## src/rtl/spi_cmd_pkg.sv

```systemverilog
// Shared types and constants for the SPI command decoder (SYNC/CMD/ADDR/LEN/DATA[/CSUM] framing).
package spi_cmd_pkg;

  typedef enum logic [2:0] {
    ST_IDLE,
    ST_CMD,
    ST_ADDR,
    ST_LEN,
    ST_DATA,
    ST_CSUM
  } state_t;

  localparam logic [7:0] CMD_WRITE     = 8'h01;
  localparam logic [7:0] CMD_CLEAR     = 8'h02;
  localparam logic [7:0] SYNC_BYTE_DEF = 8'h77;

endpackage

```

## src/rtl/spi_edge_detect.sv

```systemverilog
// One-cycle pulse on the rising edge of a level input; combinational from the current level, so
// the pulse lines up with the cycle the level first rises. Zero latency, no backpressure.
module spi_edge_detect (
  input  logic clk,
  input  logic rst,
  input  logic i_level,
  output logic o_pulse
);

  logic r_prev;

  always_ff @(posedge clk or posedge rst) begin
    if (rst) r_prev <= 1'b0;
    else     r_prev <= i_level;
  end

  assign o_pulse = i_level & ~r_prev;

endmodule

```

## src/rtl/spi_cmd_decoder.sv

```systemverilog
// Decodes SYNC/CMD/ADDR/LEN/payload byte packets into a register file; write strobes one cycle after each byte.
// Optional trailing XOR checksum byte enabled by macro SPI_CMD_CHECKSUM_EN.
module spi_cmd_decoder
  import spi_cmd_pkg::*;
#(
  parameter int                DATA_W      = 8,
  parameter int                NUM_REGS    = 16,
  parameter logic [DATA_W-1:0] SYNC_BYTE   = DATA_W'(SYNC_BYTE_DEF),
  parameter int                TIMEOUT_CYC = 1000,
  localparam int               ADDR_W      = $clog2(NUM_REGS)
) (
  input  logic              clk,
  input  logic              rst,
  input  logic [DATA_W-1:0] data_in,
  input  logic              data_ready_in,
  input  logic [ADDR_W-1:0] rd_addr,
  output logic [DATA_W-1:0] data_out,
  output logic              wr_strobe,
  output logic [ADDR_W-1:0] wr_addr,
  output logic [DATA_W-1:0] wr_data,
  output logic              pkt_done,
  output logic              pkt_err
);

  localparam int              TO_W    = $clog2(TIMEOUT_CYC + 1);
  localparam logic [TO_W-1:0] TO_LAST = TO_W'(TIMEOUT_CYC - 1);

  logic w_accept;

  state_t            r_state;
  logic [DATA_W-1:0] r_regs [NUM_REGS];
  logic [ADDR_W-1:0] r_ptr;
  logic [DATA_W-1:0] r_remain;
  logic [TO_W-1:0]   r_to_cnt;
  logic [DATA_W-1:0] r_data_out;
  logic              r_wr_strobe;
  logic [ADDR_W-1:0] r_wr_addr;
  logic [DATA_W-1:0] r_wr_data;
  logic              r_pkt_done;
  logic              r_pkt_err;
`ifdef SPI_CMD_CHECKSUM_EN
  logic [DATA_W-1:0] r_csum;
`endif

  spi_edge_detect u_edge (
    .clk     (clk),
    .rst     (rst),
    .i_level (data_ready_in),
    .o_pulse (w_accept)
  );

  always_ff @(posedge clk or posedge rst) begin
    if (rst) begin
      r_state     <= ST_IDLE;
      r_ptr       <= '0;
      r_remain    <= '0;
      r_to_cnt    <= '0;
      r_data_out  <= '0;
      r_wr_strobe <= 1'b0;
      r_wr_addr   <= '0;
      r_wr_data   <= '0;
      r_pkt_done  <= 1'b0;
      r_pkt_err   <= 1'b0;
`ifdef SPI_CMD_CHECKSUM_EN
      r_csum      <= '0;
`endif
      for (int i = 0; i < NUM_REGS; i++) r_regs[i] <= '0;
    end else begin
      r_wr_strobe <= 1'b0;
      r_pkt_done  <= 1'b0;
      r_pkt_err   <= 1'b0;
      r_data_out  <= r_regs[rd_addr];

      if (r_state == ST_IDLE || w_accept) r_to_cnt <= '0;
      else                                r_to_cnt <= r_to_cnt + 1'b1;

      // Timeout only fires on a cycle with no accepted byte, so it never collides with pkt_done.
      if (r_state != ST_IDLE && !w_accept && r_to_cnt == TO_LAST) begin
        r_pkt_err <= 1'b1;
        r_state   <= ST_IDLE;
      end else if (w_accept) begin
        case (r_state)
          ST_IDLE: begin
            if (data_in == SYNC_BYTE) r_state <= ST_CMD;
          end
          ST_CMD: begin
            if (data_in == DATA_W'(CMD_WRITE)) begin
              r_state <= ST_ADDR;
`ifdef SPI_CMD_CHECKSUM_EN
              r_csum  <= data_in;
`endif
            end else if (data_in == DATA_W'(CMD_CLEAR)) begin
              for (int i = 0; i < NUM_REGS; i++) r_regs[i] <= '0;
              r_pkt_done <= 1'b1;
              r_state    <= ST_IDLE;
            end else begin
              r_pkt_err <= 1'b1;
              r_state   <= ST_IDLE;
            end
          end
          ST_ADDR: begin
            r_ptr   <= data_in[ADDR_W-1:0];
            r_state <= ST_LEN;
`ifdef SPI_CMD_CHECKSUM_EN
            r_csum  <= r_csum ^ data_in;
`endif
          end
          ST_LEN: begin
            r_remain <= data_in;
`ifdef SPI_CMD_CHECKSUM_EN
            r_csum   <= r_csum ^ data_in;
            r_state  <= (data_in == '0) ? ST_CSUM : ST_DATA;
`else
            if (data_in == '0) begin
              r_pkt_done <= 1'b1;
              r_state    <= ST_IDLE;
            end else begin
              r_state <= ST_DATA;
            end
`endif
          end
          ST_DATA: begin
            r_regs[r_ptr] <= data_in;
            r_wr_strobe   <= 1'b1;
            r_wr_addr     <= r_ptr;
            r_wr_data     <= data_in;
            r_ptr         <= r_ptr + 1'b1;
            r_remain      <= r_remain - 1'b1;
`ifdef SPI_CMD_CHECKSUM_EN
            r_csum        <= r_csum ^ data_in;
            if (r_remain == DATA_W'(1)) r_state <= ST_CSUM;
`else
            if (r_remain == DATA_W'(1)) begin
              r_pkt_done <= 1'b1;
              r_state    <= ST_IDLE;
            end
`endif
          end
`ifdef SPI_CMD_CHECKSUM_EN
          ST_CSUM: begin
            if (data_in == r_csum) r_pkt_done <= 1'b1;
            else                   r_pkt_err  <= 1'b1;
            r_state <= ST_IDLE;
          end
`endif
          default: r_state <= ST_IDLE;
        endcase
      end
    end
  end

  assign data_out  = r_data_out;
  assign wr_strobe = r_wr_strobe;
  assign wr_addr   = r_wr_addr;
  assign wr_data   = r_wr_data;
  assign pkt_done  = r_pkt_done;
  assign pkt_err   = r_pkt_err;

endmodule

```

## config.mk

```make
export PLATFORM = sky130hd
export DESIGN_NAME = spi_cmd_decoder
export DESIGN_NICKNAME = d
export VERILOG_FILES = /design/src/rtl/spi_cmd_pkg.sv /design/src/rtl/spi_edge_detect.sv /design/src/rtl/spi_cmd_decoder.sv
export SDC_FILE = /design/constraint.sdc
export NUM_CORES = 1
export LEC_CHECK = 0
export ABC_AREA = 1
export BUFFER_PORTS_ARGS = -buffer_cell sky130_fd_sc_hd__buf_4
export CORE_UTILIZATION = 50
export CTS_BUF_LIST = sky130_fd_sc_hd__clkbuf_2
export CTS_CLUSTER_DIAMETER = 40
export DETAILED_ROUTE_END_ITERATION = 8
export HOLD_SLACK_MARGIN = 0.02
export PLACE_DENSITY = 0.72
export SLEW_MARGIN = 20
export SYNTH_ARGS = -nofsm -noshare
export SYNTH_HDL_FRONTEND = slang
export SYNTH_SLANG_ARGS = --single-unit
```

## constraint.sdc

```tcl
create_clock -name clk -period 7.97 [get_ports clk]
set_input_delay 1.1955 -clock clk [delete_from_list [all_inputs] [get_ports clk]]
set_output_delay 1.1955 -clock clk [all_outputs]
set_load 0.01 [all_outputs]
```

==> impl_metrics.env <==
export IMPL_outcome="finished, final reports clean"
export IMPL_start_util=0.512
export IMPL_clock_insertion_delay_worst_skew_ns=0.75
export IMPL_critPathMaxFanout=34
export IMPL_crit_path_start_kind="flop"
export IMPL_drt_pass1_iterations=5
export IMPL_tritoncts_clock_tree="built"
export IMPL_synth_ff_type="dfrtp_1"
export IMPL_finalWorstPathRequiredPeriod_ns=3.09
export IMPL_routed_via_density=5.26
export IMPL_worstPathBufferInverterCount=1
export IMPL_design_core_area_sq_mm=0.0173
export IMPL_fmax_ghz=0.324
export IMPL_ir_drop_v=0.000204
export IMPL_setup_worst_path_class="flop to flop"
export IMPL_mappedNetlistArea_sq_mm=0.00886
export IMPL_globalRoute_totalOverflow=0
export IMPL_synth_seq_area_share=0.500
export IMPL_finalCritPeriodShare=0.388
export IMPL_max_stage_delay_ns=0.69
export IMPL_worst_endpoint_required_ns=8.64
export IMPL_arrival_ns=3.76
export IMPL_layout_drive_gt1_share=0.0778
export IMPL_power_leakage_nw=4.94
export IMPL_dp_final_hpwl_mm=14.1
export IMPL_synth_area_top_cells="dfrtp_1 50%, nand2_1 21%, o21ai_0 5.0%, inv_1 4.7%, nand3_1 3.6%"
export IMPL_synth_area_leader="dfrtp_1"
export IMPL_worst_pin_slew_ns=0.996
export IMPL_rows=48
export IMPL_ys_seq_elements=177
export IMPL_fin_worst_skew_ns=0.0155
export IMPL_cts_hold_repair_buffers=0
export IMPL_final_layout_setup_total_negative_slack_ns=0
export IMPL_post_synthesis_area_per_instance_sq_um=7.59
export IMPL_detail_route_wirelength_mm=22.2
export IMPL_htree_num_levels=4
export IMPL_synth_most_common_cell="nand2_1"
export IMPL_drv_slew=0
export IMPL_synthCells=1167
export IMPL_synth_async_sr_flop_share=1.00
export IMPL_sequential_cell_area_sq_mm=0.00443
export IMPL_synthToLayoutAreaGrowth_pct=6.99
export IMPL_post_cts_resized=0
export IMPL_critical_path_slowest_cell="nand2_2"
export IMPL_cts_buffer_depth=2
export IMPL_synth_edf_count=0
export IMPL_global_route_usage_met1=0.372
export IMPL_clk_pin_slew_ns=0.24
export IMPL_ant_nets_after_route=0
export IMPL_first_global_vias=6938
export IMPL_finalSetupViolations=0
export IMPL_floorplan_die_height_um=135
export IMPL_place_gp_congestion=0.918
export IMPL_cts_inserted_buffers=17
export IMPL_grt_use_met2=0.407
export IMPL_drt_initial_drc_count=882
export IMPL_num_vias=7475
export IMPL_cts_repair_timing_setup_buffer_count=0
export IMPL_die_width_um=135
export IMPL_first_pass_grt_wire_length_mm=36.0
export IMPL_rsz_0062_raised_after_global_routing="no"
export IMPL_post_drt_wl_per_cell_um=15.7
export IMPL_synthDominantCellAreaShare=0.500
export IMPL_antenna_found_initial=1
export IMPL_nNetsFinal=1204
export IMPL_end_kind="flop"
export IMPL_grt_use_met3=0.0469
export IMPL_footprint_of_the_multi_input_gates_sq_mm=0.00379
export IMPL_slew_limit_headroom=0.335
export IMPL_ios=38
export IMPL_total_power_density_per_cell_area_mw_per_mm2=244
export IMPL_global_routing_s_busiest_layer="met2"
export IMPL_filler_cell_count=1678
export IMPL_worstPathCellList="nor2_2 -> nand2_4 -> inv_2 -> nand2_4 -> nand2_2 -> nand2_1 -> nand2_1 -> nand2_1"
export IMPL_placed_cells=1388
export IMPL_post_synthesis_net_count=1189
export IMPL_cp_common_cell="nand2_1"
export IMPL_port_buffer_count=37
export IMPL_worst_path_dominant_cell_family="simple AND/OR/NAND/NOR gates"
export IMPL_cap_violations=0
export IMPL_count_of_clock_tree_sinks=177
export IMPL_yosys_cell_types_count=26
export IMPL_grt_util_all_layers=0.259
export IMPL_hold_viol=0
export IMPL_clock_tree_root_cell="clkbuf_2"
export IMPL_yosys_warnings=0
export IMPL_grt_start_max_net_pins=129
export IMPL_hold_path_class="flop to flop"
export IMPL_dieArea_sq_mm=0.0183
export IMPL_drc=0
export IMPL_netlist_top_cells_count="503 x nand2_1, 177 x dfrtp_1, 111 x inv_1"
export IMPL_post_layout_nonfiller_instances=1421
worst paths after layout:
kind	start	cells past startpoint	endpoint	slack [ns]
max in group asynchronous	rst	3	r_regs[99]	6.16
max	r_state[1]	8	r_regs[75]	4.88
min reg2reg	r_regs[27]	2	r_regs[27]	0.50
max reg2reg	r_state[1]	8	r_regs[75]	4.88
min	r_regs[27]	2	r_regs[27]	0.50
min in group asynchronous	rst	2	r_regs[39]	0.59
state kept, by name (all words and copies together), names as in the netlist:
register and cells:
data_out 8, pkt_done 1, pkt_err 1, r_ptr 4
r_regs 128, r_remain 8, r_state 3, r_to_cnt 10
u_edge.r_prev 1, wr_addr 4, wr_data 8, wr_strobe 1
through the flow:
| step | total power [mW] | utilization | hold slack [ns] | area (sq um) | setup slack (ns) |
|---|---|---|---|---|---|
| 2_1_floorplan | 1.62 | - | 0.437 | 8860 | 1.97 |
| 3_3_place_gp | 1.81 | 0.533 | 0.448 | 9220 | 4.73 |
| 5_1_grt | 2.46 | 0.548 | 0.477 | 9480 | 4.64 |
| 4_1_cts | 2.32 | 0.548 | 0.491 | 9470 | 4.89 |
| 6_report | 2.31 | 0.548 | 0.502 | 9480 | 4.88 |
| 3_5_place_dp | 1.83 | 0.533 | 0.453 | 9220 | 4.67 |
routing by layer:
metal,up-vias,part of all wire
met5,-,0
met2,253,0.46
met4,0,0.013
li1,3705,-
met1,3488,0.46
met3,29,0.065
report_power, final:
group | switching (mW) | leakage, nW | internal [mW]
sequential | 0.122 | 2.41 | 1.07
clock | 0.316 | 0.142 | 0.172
combinational | 0.432 | 2.39 | 0.197
total | 0.871 | 4.94 | 1.44
area by class of cell:
class,count,share of cell area
flip-flops and latches,177,0.467
multi-input cells,835,0.400
inverters,113,0.0453
repair buffers,38,0.0309
well taps,225,0.0297
clock inverters,15,0.0178
clock buffers,17,0.00897
diodes,1,0.000264
placed cells by master, fill, tap and decap left out:
cell type | Yosys | routed
nand2_1 | 503 | 503
dfrtp_1 | 177 | 177
inv_1 | 111 | 110
o21ai_0 | 88 | 88
nand3_1 | 64 | 64
nor2_1 | 55 | 55
a21oi_1 | 47 | 47
buf_4 | 0 | 36
o211ai_1 | 32 | 32
clkbuf_2 | 0 | 17
nand2_4 | 12 | 12
ha_1 | 7 | 7
nor3_1 | 6 | 6
nand4_1 | 5 | 5
nor2_8 | 4 | 4
clkinv_4 | 0 | 4
nor2_2 | 3 | 3
nor2_4 | 3 | 3
clkinv_1 | 0 | 3
clkinvlp_4 | 0 | 3
bufinv_16 | 0 | 3
inv_2 | 2 | 2
a31oi_1 | 2 | 2
clkinv_2 | 0 | 2
buf_6 | 5 | 2
diode_2 | 0 | 1
nand2_2 | 1 | 1
xnor2_1 | 1 | 1
o31ai_1 | 1 | 1
inv_6 | 0 | 1
xor2_1 | 1 | 1
tightest hold or removal path, cell delays in order (launching register included):
cell,delay (ns)
dfrtp_1,0.40
nand2_1,0.05
nand2_1,0.04
logic make-up (layout without fill, tap and decap cells):
| logic type | Yosys count | in the layout | synth area share |
|---|---|---|---|
| AOI/OAI and AO/OA | 170 | 170 | 0.106 |
| DFF | 177 | 177 | 0.500 |
| adders and majority gates | 7 | 7 | 0.00988 |
| buffers and inverters | 155 | 183 | 0.0723 |
| xor gates and xnor gates | 2 | 2 | 0.00198 |
| and+or+nand+nor | 656 | 656 | 0.310 |
| other | 0 | 1 | 0 |
(Power assumes the default switching activity.)
